### config.mk
export PLATFORM = sky130hd
export DESIGN_NAME = normalize_pipe_p
export DESIGN_NICKNAME = d
export VERILOG_FILES = /design/src/rtl/normalize_pipe_p.sv
export SDC_FILE = /design/constraint.sdc
export NUM_CORES = 1
export LEC_CHECK = 0
export CAP_MARGIN = 25
export CORE_ASPECT_RATIO = 0.75
export CORE_MARGIN = 8
export CORE_UTILIZATION = 55
export CTS_CLUSTER_SIZE = 30
export DETAILED_ROUTE_END_ITERATION = 6
export PLACE_DENSITY_LB_ADDON = 0.05
export SLEW_MARGIN = 10
export SYNTH_ARGS = -nofsm -noshare
export SYNTH_HDL_FRONTEND = slang
export SYNTH_SLANG_ARGS = --single-unit
### constraint.sdc
create_clock -name clk -period 14.3 [get_ports clk]
set_input_delay 2.86 -clock clk [delete_from_list [all_inputs] [get_ports clk]]
set_output_delay 2.86 -clock clk [all_outputs]
set_load 0.03 [all_outputs]
### src/rtl/normalize_pipe_p.sv
// Two-stage normalize pipeline: classified IEEE-754 operand in, unbiased signed
// exponent and explicit-leading-one mantissa out, optionally even-aligned for sqrt.
module normalize_pipe_p #(
  parameter int EXP_W      = 5,
  parameter int MANT_W     = 10,
  parameter int BIAS       = 2**(EXP_W-1)-1,
  parameter int SQRT_ALIGN = 1
) (
  input  logic              clk,
  input  logic              rst,
  input  logic              enable,
  input  logic              s_valid,
  output logic              s_ready,
  input  logic              sign_in,
  input  logic [EXP_W-1:0]  exp_in,
  input  logic [MANT_W-1:0] mant_in,
  input  logic              is_normal_in,
  input  logic              is_subnormal_in,
  input  logic              is_nan_in,
  input  logic              is_pinf_in,
  input  logic              is_ninf_in,
  output logic              n_valid,
  input  logic              n_ready,
  output logic              is_num,
  output logic              is_zero,
  output logic              is_nan,
  output logic              is_pinf,
  output logic              is_ninf,
  output logic              sign_out,
  output logic [EXP_W+1:0]  exp_out,
  output logic [MANT_W+1:0] mant_out
);

  localparam int EW = EXP_W + 2;
  localparam int MW = MANT_W + 2;
  localparam int CW = $clog2(MANT_W + 1);
  localparam logic [EW-1:0] BIAS_E = EW'(BIAS);

  function automatic logic [CW-1:0] count_lz(input logic [MANT_W-1:0] m);
    logic [CW-1:0] n;
    logic          found;
    n     = '0;
    found = 1'b0;
    for (int i = MANT_W - 1; i >= 0; i--) begin
      if (!found) begin
        if (m[i]) found = 1'b1;
        else      n = n + CW'(1);
      end
    end
    return n;
  endfunction

  logic              adv;
  logic              a_valid, a_sign, a_zero;
  logic              a_normal, a_nan, a_pinf, a_ninf;
  logic [EXP_W-1:0]  a_exp;
  logic [MANT_W-1:0] a_mant;
  logic [CW-1:0]     a_clz;

  assign adv     = enable & (~n_valid | n_ready);
  assign s_ready = adv;

  // Stage A: capture operand, detect zero, count leading zeros for subnormals
  always_ff @(posedge clk) begin
    if (rst) begin
      a_valid  <= 1'b0;
      a_sign   <= 1'b0;
      a_zero   <= 1'b0;
      a_normal <= 1'b0;
      a_nan    <= 1'b0;
      a_pinf   <= 1'b0;
      a_ninf   <= 1'b0;
      a_exp    <= '0;
      a_mant   <= '0;
      a_clz    <= '0;
    end else if (!enable) begin
      a_valid <= 1'b0;
    end else if (adv) begin
      a_valid  <= s_valid;
      a_sign   <= sign_in;
      a_zero   <= (exp_in == '0) && (mant_in == '0);
      a_normal <= is_normal_in;
      a_nan    <= is_nan_in;
      a_pinf   <= is_pinf_in;
      a_ninf   <= is_ninf_in;
      a_exp    <= exp_in;
      a_mant   <= mant_in;
      a_clz    <= (is_subnormal_in | ~is_normal_in) ? count_lz(mant_in) : '0;
    end
  end

  logic              b_num, b_zero, b_nan, b_pinf, b_ninf;
  logic [EW-1:0]     b_exp;
  logic [MW-1:0]     b_mant;
  logic [MANT_W:0]   sub_sh;

  always_comb begin
    b_num  = 1'b0;
    b_zero = 1'b0;
    b_nan  = 1'b0;
    b_pinf = 1'b0;
    b_ninf = 1'b0;
    b_exp  = '0;
    b_mant = '0;
    sub_sh = '0;
    if (a_nan | a_pinf | a_ninf) begin
      b_nan  = a_nan;
      b_pinf = ~a_nan & a_pinf;
      b_ninf = ~a_nan & ~a_pinf & a_ninf;
      b_exp  = EW'(a_exp);
      b_mant = MW'(a_mant);
    end else if (a_zero) begin
      b_num  = 1'b1;
      b_zero = 1'b1;
    end else if (a_normal) begin
      b_num  = 1'b1;
      b_exp  = EW'(a_exp) - BIAS_E;
      b_mant = {2'b01, a_mant};
    end else begin
      // shift past the leading one so it lands on bit MANT_W
      b_num  = 1'b1;
      b_exp  = '0 - BIAS_E - EW'(a_clz);
      sub_sh = ({1'b0, a_mant} << a_clz) << 1;
      b_mant = {1'b0, sub_sh};
    end
    if ((SQRT_ALIGN != 0) && b_num && !b_zero && b_exp[0]) begin
      b_mant = b_mant << 1;
      b_exp  = b_exp - EW'(1);
    end
  end

  // Stage B: registered outputs, frozen while downstream stalls
  always_ff @(posedge clk) begin
    if (rst) begin
      n_valid  <= 1'b0;
      is_num   <= 1'b0;
      is_zero  <= 1'b0;
      is_nan   <= 1'b0;
      is_pinf  <= 1'b0;
      is_ninf  <= 1'b0;
      sign_out <= 1'b0;
      exp_out  <= '0;
      mant_out <= '0;
    end else if (!enable) begin
      n_valid <= 1'b0;
    end else if (adv) begin
      n_valid  <= a_valid;
      is_num   <= b_num;
      is_zero  <= b_zero;
      is_nan   <= b_nan;
      is_pinf  <= b_pinf;
      is_ninf  <= b_ninf;
      sign_out <= a_sign;
      exp_out  <= b_exp;
      mant_out <= b_mant;
    end
  end

endmodule

# ---- Word-level counts from Yosys, hierarchy flattened
# Index checks and enable logic that the tools add are counted.
dict set report op_classes {
  muxes 105
  n_shift 1
  n_reduce_logical 8
  addsub 12
  bitwise 13
}
# op n
set op_table {}
lappend op_table {{$mux 4} 46}
lappend op_table {{$mux 1} 51}
lappend op_table {{$add 4x1->4 const B} 9}
lappend op_table {{$mux 11} 3}
lappend op_table {{$mux 7} 4}
lappend op_table {{$mux 12} 1}
lappend op_table {{$logic_not 10->1} 1}
lappend op_table {{$shl 10x4->10} 1}
lappend op_table {{$sub 7x1->7 const B} 1}
lappend op_table {{$sub 5x4->6 const B} 1}
lappend op_table {{$sub 5x5->6 const A} 1}
lappend op_table {{$logic_not 5->1} 1}
lappend op_table {{$not 1->1} 5}
lappend op_table {{$and 1x1->1} 4}
lappend op_table {{$or 1x1->1} 4}
lappend op_table {{$logic_and 1x1->1} 3}
lappend op_table {{$reduce_and 2->1} 1}
lappend op_table {{$reduce_or 2->1} 1}
lappend op_table {{$logic_not 1->1} 1}
dict set report totals {
  regBits 52
  input_bits 26
  elab_cells 158
  output_inout_bits 27
}

# ---- Depth between registers and ports, before layout
# Gate-level depths: netlist of run 1.
dict set report logic_depth {
  word_depth 58
  ltp_mapped 20
  mapped_depth_nobuf 20
}

# ---- Worst setup path after synthesis of run 1
# OpenSTA, ideal clock, no wires.
dict set report synth_path {
  path_kind {input -> register}
  start {in mant_in[7]}
  end {reg a_clz[1]}
  path_stages 19
  required_ns 14.172
  arrival_time_ns 6.749
  n_path_buf 1
  setup_time_ns 0.128
  path_slack_ns 7.424
  cell_sequence {clkbuf_1 a21oi_1 ha_1 o31a_1 ha_1 nand2b_1 a211o_1 a31o_2 ha_1 nor2b_1 a211oi_1 o21bai_1 ha_1 mux2_2 mux2_2 ha_1 mux2i_1 a2bb2oi_1 nor2_1}
}
dict set report synth_between {
  elab_chain_cells 45
  word_cells_on_any_way 74
  classes_between {7 x add/sub; 67 x mux}
}
# item line
set synth_lines {}
lappend synth_lines {{start, declared} 16} ;# input logic [MANT_W-1:0] mant_in,
lappend synth_lines {{$mux 4} 46} ;# if (m[i]) found = 1'b1;
lappend synth_lines {{$mux 4} 45} ;# if (!found) begin
lappend synth_lines {{$mux 4} 78} ;# end else if (adv) begin
lappend synth_lines {{$mux 4} 76} ;# end else if (!enable) begin
lappend synth_lines {{$mux 4} 65} ;# if (rst) begin
lappend synth_lines {{$add 4x1->4} 47} ;# else n = n + CW'(1);
lappend synth_lines {{$mux 4} 46}
lappend synth_lines {{$mux 4} 45}
lappend synth_lines {{[29 not listed]} --}
lappend synth_lines {{$mux 4} 45}
lappend synth_lines {{$mux 4} 78}
lappend synth_lines {{$mux 4} 76}
lappend synth_lines {{$mux 4} 65}
lappend synth_lines {{$add 4x1->4} 47}
lappend synth_lines {{$mux 4} 46}
lappend synth_lines {{$mux 4 *} 45}
lappend synth_lines {{$mux 4 *} 88} ;# a_clz <= (is_subnormal_in | ~is_normal_in) ? count_lz(mant_in) : '0;
lappend synth_lines {{end signal, assigned} 88}
lappend synth_lines {{end, declared} 58} ;# logic [CW-1:0] a_clz;
# Mark *: on every way between the ends. The rest lies on a longest branch, timed or not. The select of a mux whose other input is x is not followed.
# A chain may end at the register's enable or synchronous reset.

# ---- Final worst setup path of run 1
dict set report layout_path {
  start {in n_ready}
  end {out s_ready}
}
dict set report layout_between {
  elab_chain_cells 2
}
# item line
set layout_lines {}
lappend layout_lines {{start, declared} 23} ;# input logic n_ready,
lappend layout_lines {{$or 1x1->1} 60} ;# assign adv = enable & (~n_valid | n_ready);
lappend layout_lines {{$and 1x1->1} 60}
lappend layout_lines {{end, declared} 13} ;# output logic s_ready,
# No other way between the ends.

==> metrics.md, run 1 <==
| Metric | Value |
|---|---|
| Post-synth EDFFs | 0 |
| #FFs+latches synth | 52 |
| Post-CTS Setup Inserts | 0 |
| Leakage Power | 0.001396 uW |
| Ant diodes | 0 |
| Synth warn | 0 |
| Critical path arrival | 4.81 ns |
| CP max stage cell | clkdlybuf4s50_1 |
| Worst path required time | 11.44 ns |
| Vias in the first global route | 2794 |
| Final hold vios | 0 |
| Vias per cell | 5.925 |
| Initial DRT Pass Iterations | 4 |
| Max frequency | 130.4 MHz |
| HP Class | reg -> reg |
| Drt initial violations | 210 |
| Critical path peak fanout | 50 |
| Post-CTS resize count | 0 |
| Site row count | 24 |
| Global Route Usage Sum | 0.1984 |
| Die H | 81.61 um |
| RSZ-0062 raised after global routing | no |
| Worst-Skew Late Latency | 0.31 ns |
| Max-slew headroom | 0.5540 |
| Ports | 53 |
| CTS root buf | clkbuf_8 |
| Seq/Total Area, Yosys | 0.3298 |
| Setup violations, final | 0 |
| Synth-to-layout area growth | 21.68% |
| Dpl hpwl | 5814 um |
| Hold_ws | 0.4540 ns |
| Die area | 0.008445 mm2 |
| Clk_skew | 0.003713 ns |
| Fin crit share | 0.5363 |
| Largest net degree at the start of global routing | 54 |
| Slowest stage delay, CP | 0.62 ns |
| Via count | 3081 |
| Hold-fix buffers, CTS | 0 |
| Mapped cell area | 0.003157 mm2 |
| Slew Viols, Final | 0 |
| Register area | 0.001041 mm2 |
| Mean post-synth cell area | 7.756 um2 |
| Worst Max-Slew Pin Slew | 0.6681 ns |
| Die X | 103.5 um |
| Outcome | complete, no violations |
| Post-synth cell types | 54 |
| Total Wirelength | 8133 um |
| Setup crit end kind | output pin |
| Post-route ant nets | 0 |
| Final GP Congestion | 0.9279 |
| Most used cell, CP | clkdlybuf4s50_1 |
| Initial antenna violation count | 0 |
| Post-route DRC violation count | 0 |
| PD cells | 99.39 mW/mm2 |
| TritonCTS buffer count | 5 |
| Ys async rst share | 0 |
| Post-Route Setup TNS | 0 ns |
| Final nets | 476 |
| Core area | 0.005675 mm2 |
| Layout cell share with drive strength beyond 1 | 0.06561 |
| Critical-path cell list | clkdlybuf4s50_1 -> nand2b_1 -> nand2_1 -> buf_4 -> clkinv_1 -> clkdlybuf4s50_1 |
| GR Overflow Total | 0 |
| Worst IR drop on VDD | 0.06403 mV |
| Clk sinks | 52 |
| Clock Tree Buf Depth | 2 |
| Syn nets | 442 |
| Max Cap Viol | 0 |
| I/O Buffers | 52 |
| Ys flop type | dfxtp_1 |
| First-pass GRT wire length | 13430 um |
| Multi-input gate area | 0.001976 mm2 |
| Crit path launch type | input port |
| Initial core utilization | 0.5562 |
| Cells after Synth | 407 |
| WS Path Type | in -> out |
| Period minus WS final | 7.669 ns |
| Fill cells | 495 |
| H-tree Lvls | 2 |
| CTS tree | yes |
| Post-DR wirelength/cell | 15.64 um |
| Clock slew at reported path FFs | 0.09 ns |
## critical path: cells and delay by family
kind / cells / cell delay (ns)
buffers and inverters: 4 / 1.62
and+or+nand+nor: 2 / 0.31
## cell usage in the layout, fill, tap and decap left out, drive strengths merged, types with 4 or more instances in the layout
cell type / n
a211oi: 7
a21oi: 47
a22oi: 5
buf: 5
clkbuf: 5
clkdlybuf4s50: 51
dfxtp: 52
ha: 9
inv: 4
mux2: 4
mux2i: 11
mux4: 6
nand2: 79
nand2b: 6
nand3: 16
nand3b: 5
nor2: 30
nor2b: 6
nor3: 10
nor3b: 4
o211ai: 7
o21ai: 16
xnor2: 4
## flip-flops by register name, indices dropped and copies added (netlist names)
name / count
n_valid: 1
sign_out: 1
a_pinf: 1
mant_out: 12
is_num: 1
a_sign: 1
exp_out: 7
a_valid: 1
a_normal: 1
a_clz: 4
is_ninf: 1
is_pinf: 1
a_nan: 1
a_zero: 1
a_ninf: 1
a_exp: 5
a_mant: 10
is_zero: 1
is_nan: 1
## metrics by stage
step / total power (uW) / util / area [um2] / instances / setup WS [ns]
2_1_floorplan: 218.2 / - / 3157 / 407 / 7.424
3_3_place_gp: 245.4 / 0.6488 / 3682 / 512 / 6.697
3_5_place_dp: 247.3 / 0.6488 / 3682 / 512 / 6.584
4_1_cts: 382.0 / 0.6768 / 3841 / 520 / 6.626
5_1_grt: 399.8 / 0.6768 / 3841 / 520 / 6.478
6_report: 381.8 / 0.6768 / 3841 / 520 / 6.631
## path summary, 6_finish.rpt
path | startpoint | to | slack, ns | cells past startpoint
setup / recovery | n_ready | s_ready | 6.63 | 6
hold / removal | mant_out[0] | mant_out[0] | 0.45 | 2
setup reg to reg | a_clz[0] | exp_out[6] | 11.91 | 10
hold reg to reg | mant_out[0] | mant_out[0] | 0.45 | 2
## layer usage
| layer | vias to the layer above | wire length, um | track usage |
|---|---|---|---|
| li1 | 1517 | - | - |
| met2 | 127 | 3377 | 0.2797 |
| met3 | 9 | 679 | 0.04318 |
| met5 | - | 0 | 0 |
| met4 | 0 | 52 | 0.04317 |
| met1 | 1428 | 4024 | 0.2980 |
## layout make-up
type / count / area share
multi-input combinational: 320 / 0.5143
inverter: 6 / 0.005863
tap: 78 / 0.02541
clock inverter: 3 / 0.02345
timing repair buffer: 56 / 0.1420
clock buffer: 5 / 0.01792
sequential: 52 / 0.2710
## synthesized netlist by cell type, types with 5 or more instances
| master | n | area share |
|---|---|---|
| nand3b_1 | 5 | 0.012 |
| nand2b_1 | 6 | 0.012 |
| a211oi_1 | 7 | 0.017 |
| nor3_1 | 9 | 0.014 |
| o21ai_0 | 16 | 0.025 |
| mux4_2 | 6 | 0.043 |
| clkbuf_1 | 22 | 0.026 |
| a22oi_1 | 5 | 0.012 |
| buf_1 | 5 | 0.0059 |
| nor2_1 | 30 | 0.036 |
| nand2_1 | 79 | 0.094 |
| o211ai_1 | 7 | 0.017 |
| nor2b_1 | 5 | 0.0099 |
| a21oi_1 | 47 | 0.075 |
| mux2i_1 | 11 | 0.035 |
| dfxtp_1 | 52 | 0.33 |
| ha_1 | 9 | 0.036 |
| nand3_1 | 16 | 0.025 |
## kinds of logic after synthesis
family,share of synthesized area
flip-flops,0.3298
XOR/XNOR,0.02656
buffers and inverters,0.04439
adder cells (fa/ha/maj),0.03567
AND/OR/NAND/NOR,0.2608
AO/OA/AOI/OAI,0.2109
multiplexers,0.09195
## where the power goes
| part | switching, uW | leakage [uW] | internal, uW |
|---|---|---|---|
| Sequential | 7.88 | 0.000426 | 153 |
| Clock | 49.5 | 0.0000784 | 87.5 |
| Combinational | 48.4 | 0.000891 | 35.7 |
| Total | 106 | 0.00140 | 276 |
Note: power is estimated with default switching activity, not from simulation.
==> run 2, diff against run 1 <==
- CORE_UTILIZATION: 55 -> 54
- clock period: 14.3 -> 7.9 ns (I/O delays scaled with it)
==> run 2 against run 1 <==
Against the previous run: clock skew is 0.0060 ns higher; first-iteration DRC count grew 4.3%; non-clock buffer count did not move; combinational power is 82% higher; sequential cell count unchanged; largest cell class unchanged; sequential share of layout area rose by 0.37 points.
==> metrics.md, run 2 (synthesized netlist as in run 1, its figures left out) <==
| Metric | Value |
|---|---|
| TritonCTS buffer count | 5 |
| Placed cell area | 0.003682 mm2 |
| Period minus WS final | 6.197 ns |
| Initial antenna violation count | 0 |
| Drt initial violations | 219 |
| Worst IR drop on VDD | 0.1170 mV |
| Leakage Power | 0.001373 uW |
| Via count | 3071 |
| Slew Viols, Final | 0 |
| Setup violations, final | 0 |
| Worst path required time | 8.09 ns |
| Final hold vios | 0 |
| Max frequency | 161.4 MHz |
| Initial DRT Pass Iterations | 5 |
| Total Wirelength | 8214 um |
| Critical path peak fanout | 8 |
| Hold_ws | 0.4524 ns |
| Post-Route Setup TNS | 0 ns |
| I/O Buffers | 52 |
| Global Route Usage Sum | 0.1994 |
| Post-CTS resize count | 0 |
| Worst Max-Slew Pin Slew | 0.6507 ns |
| Finished Core Util | 0.6608 |
| Largest net degree at the start of global routing | 54 |
| Design Power | 626.9 uW |
| Biggest regs | mant_out: 12 flops, a_mant: 10 flops, exp_out: 7 flops |
| Biggest register | mant_out |
| Post-CTS Setup Inserts | 0 |
| Outcome | complete, no violations |
| Final instance area | 0.003790 mm2 |
| Max-slew headroom | 0.5656 |
| HP Start | exp_out[1] |
| Clock slew at reported path FFs | 0.09 ns |
| Die X | 104.3 um |
| Clock Tree Buf Depth | 2 |
| Critical path arrival | 6.38 ns |
| Post-route DRC violation count | 0 |
| CTS root buf | clkbuf_8 |
| Initial core utilization | 0.5504 |
| WHS Path Cells | 2 |
| Clk_skew | 0.009713 ns |
| First-pass GRT wire length | 14080 um |
| CTS tree | yes |
| Vias per cell | 5.906 |
| Fin crit share | 0.7845 |
| Die H | 82.22 um |
| GR Overflow Total | 0 |
| Reg2reg end | exp_out[4] |
| Final nets | 476 |
| Commonest non-fill, non-tap cells in the layout | nand2_1 (79), dfxtp_1 (52), clkdlybuf4s50_1 (51) |
| RR Startpoint | a_normal |
| Dpl hpwl | 6028 um |
| RSZ-0062 raised after global routing | no |
| Worst-case reg-to-reg path depth | 10 |
| Max Cap Viol | 0 |
| Post-DR wirelength/cell | 15.80 um |
| Synth-to-layout area growth | 20.06% |
| Setup crit end kind | register |
| Flop-to-flop setup slack | 5.51 ns |
| Crit path launch type | input port |
| PD cells | 165.4 mW/mm2 |
| H-tree Lvls | 2 |
| Vias in the first global route | 2928 |
| Post-route ant nets | 0 |
| Hold-fix buffers, CTS | 0 |
| Max reg flops | 12 |
| Worst Hold Path EP | exp_out[1] |
| Commonest non-fill, non-tap cell in the layout | nand2_1 |
| Ports | 53 |
| Layout cell share with drive strength beyond 1 | 0.06335 |
| Site row count | 24 |
| Worst-Skew Late Latency | 0.32 ns |
| Ant diodes | 0 |
| Die area | 0.008574 mm2 |
| HP Class | reg -> reg |
| Clk sinks | 52 |
| Final GP Congestion | 0.8749 |
| Core area | 0.005736 mm2 |
| WS Path Type | in -> reg |
## run 2: how the worst max path moves through the flow
| stage | endpoint | cells after the start | slack, ns | start |
|---|---|---|---|---|
| final | a_clz[1] | 19 | 1.70 | mant_in[9] |
| after global routing | a_clz[2] | 20 | 1.43 | mant_in[9] |
| after CTS | a_clz[1] | 19 | 1.74 | mant_in[9] |
| after detailed placement | a_clz[1] | 19 | 1.41 | mant_in[9] |
| after global placement | a_clz[1] | 19 | 1.58 | mant_in[9] |
| after floorplan | a_clz[1] | 19 | 2.30 | mant_in[7] |
## run 2: layout make-up
class / instances / area (um2)
flip-flops and latches: 52 / 1041
clock inverters: 2 / 35.03
well taps: 78 / 97.59
inverters: 6 / 22.52
clock buffers: 6 / 72.57
multi-input cells: 320 / 1976
repair buffers: 56 / 545.5
fillers: 538 / 1946
## run 2: metal layers
metal  vias up  share of wire  global-route usage
li1       1520              -                   -
met1      1443           0.50              0.2791
met2       100           0.41              0.2874
met3         8          0.080             0.05736
met4         0          0.012             0.06763
met5         -              0                   0
## run 2: through the flow
| step | instances | worst slack, ns |
|---|---|---|
| finish | 520 | 1.703 |
| global route | 520 | 1.435 |
| CTS | 520 | 1.739 |
| detailed placement | 512 | 1.410 |
| global placement | 512 | 1.580 |
| floorplan | 407 | 2.304 |
## run 2: power breakdown
group	leakage, uW	switching [uW]	internal (uW)
Sequential	0.000426	13.8	277
Combinational	0.000891	88.5	64.6
Clock	0.0000552	89.3	94.1
Total	0.00137	192	435
## run 2: critical path: stages
cell             delay (ns)
clkdlybuf4s50_1        0.54
nor2_1                 0.44
ha_1                   0.39
o31a_1                 0.28
ha_1                   0.28
nand2b_1               0.07
a211o_1                0.27
a31o_2                 0.26
ha_1                   0.30
nor2b_1                0.13
a211oi_1               0.24
o21bai_1               0.10
ha_1                   0.31
mux2_2                 0.26
mux2_2                 0.27
ha_1                   0.29
mux2i_1                0.13
a2bb2oi_1              0.17
nor2_1                 0.05
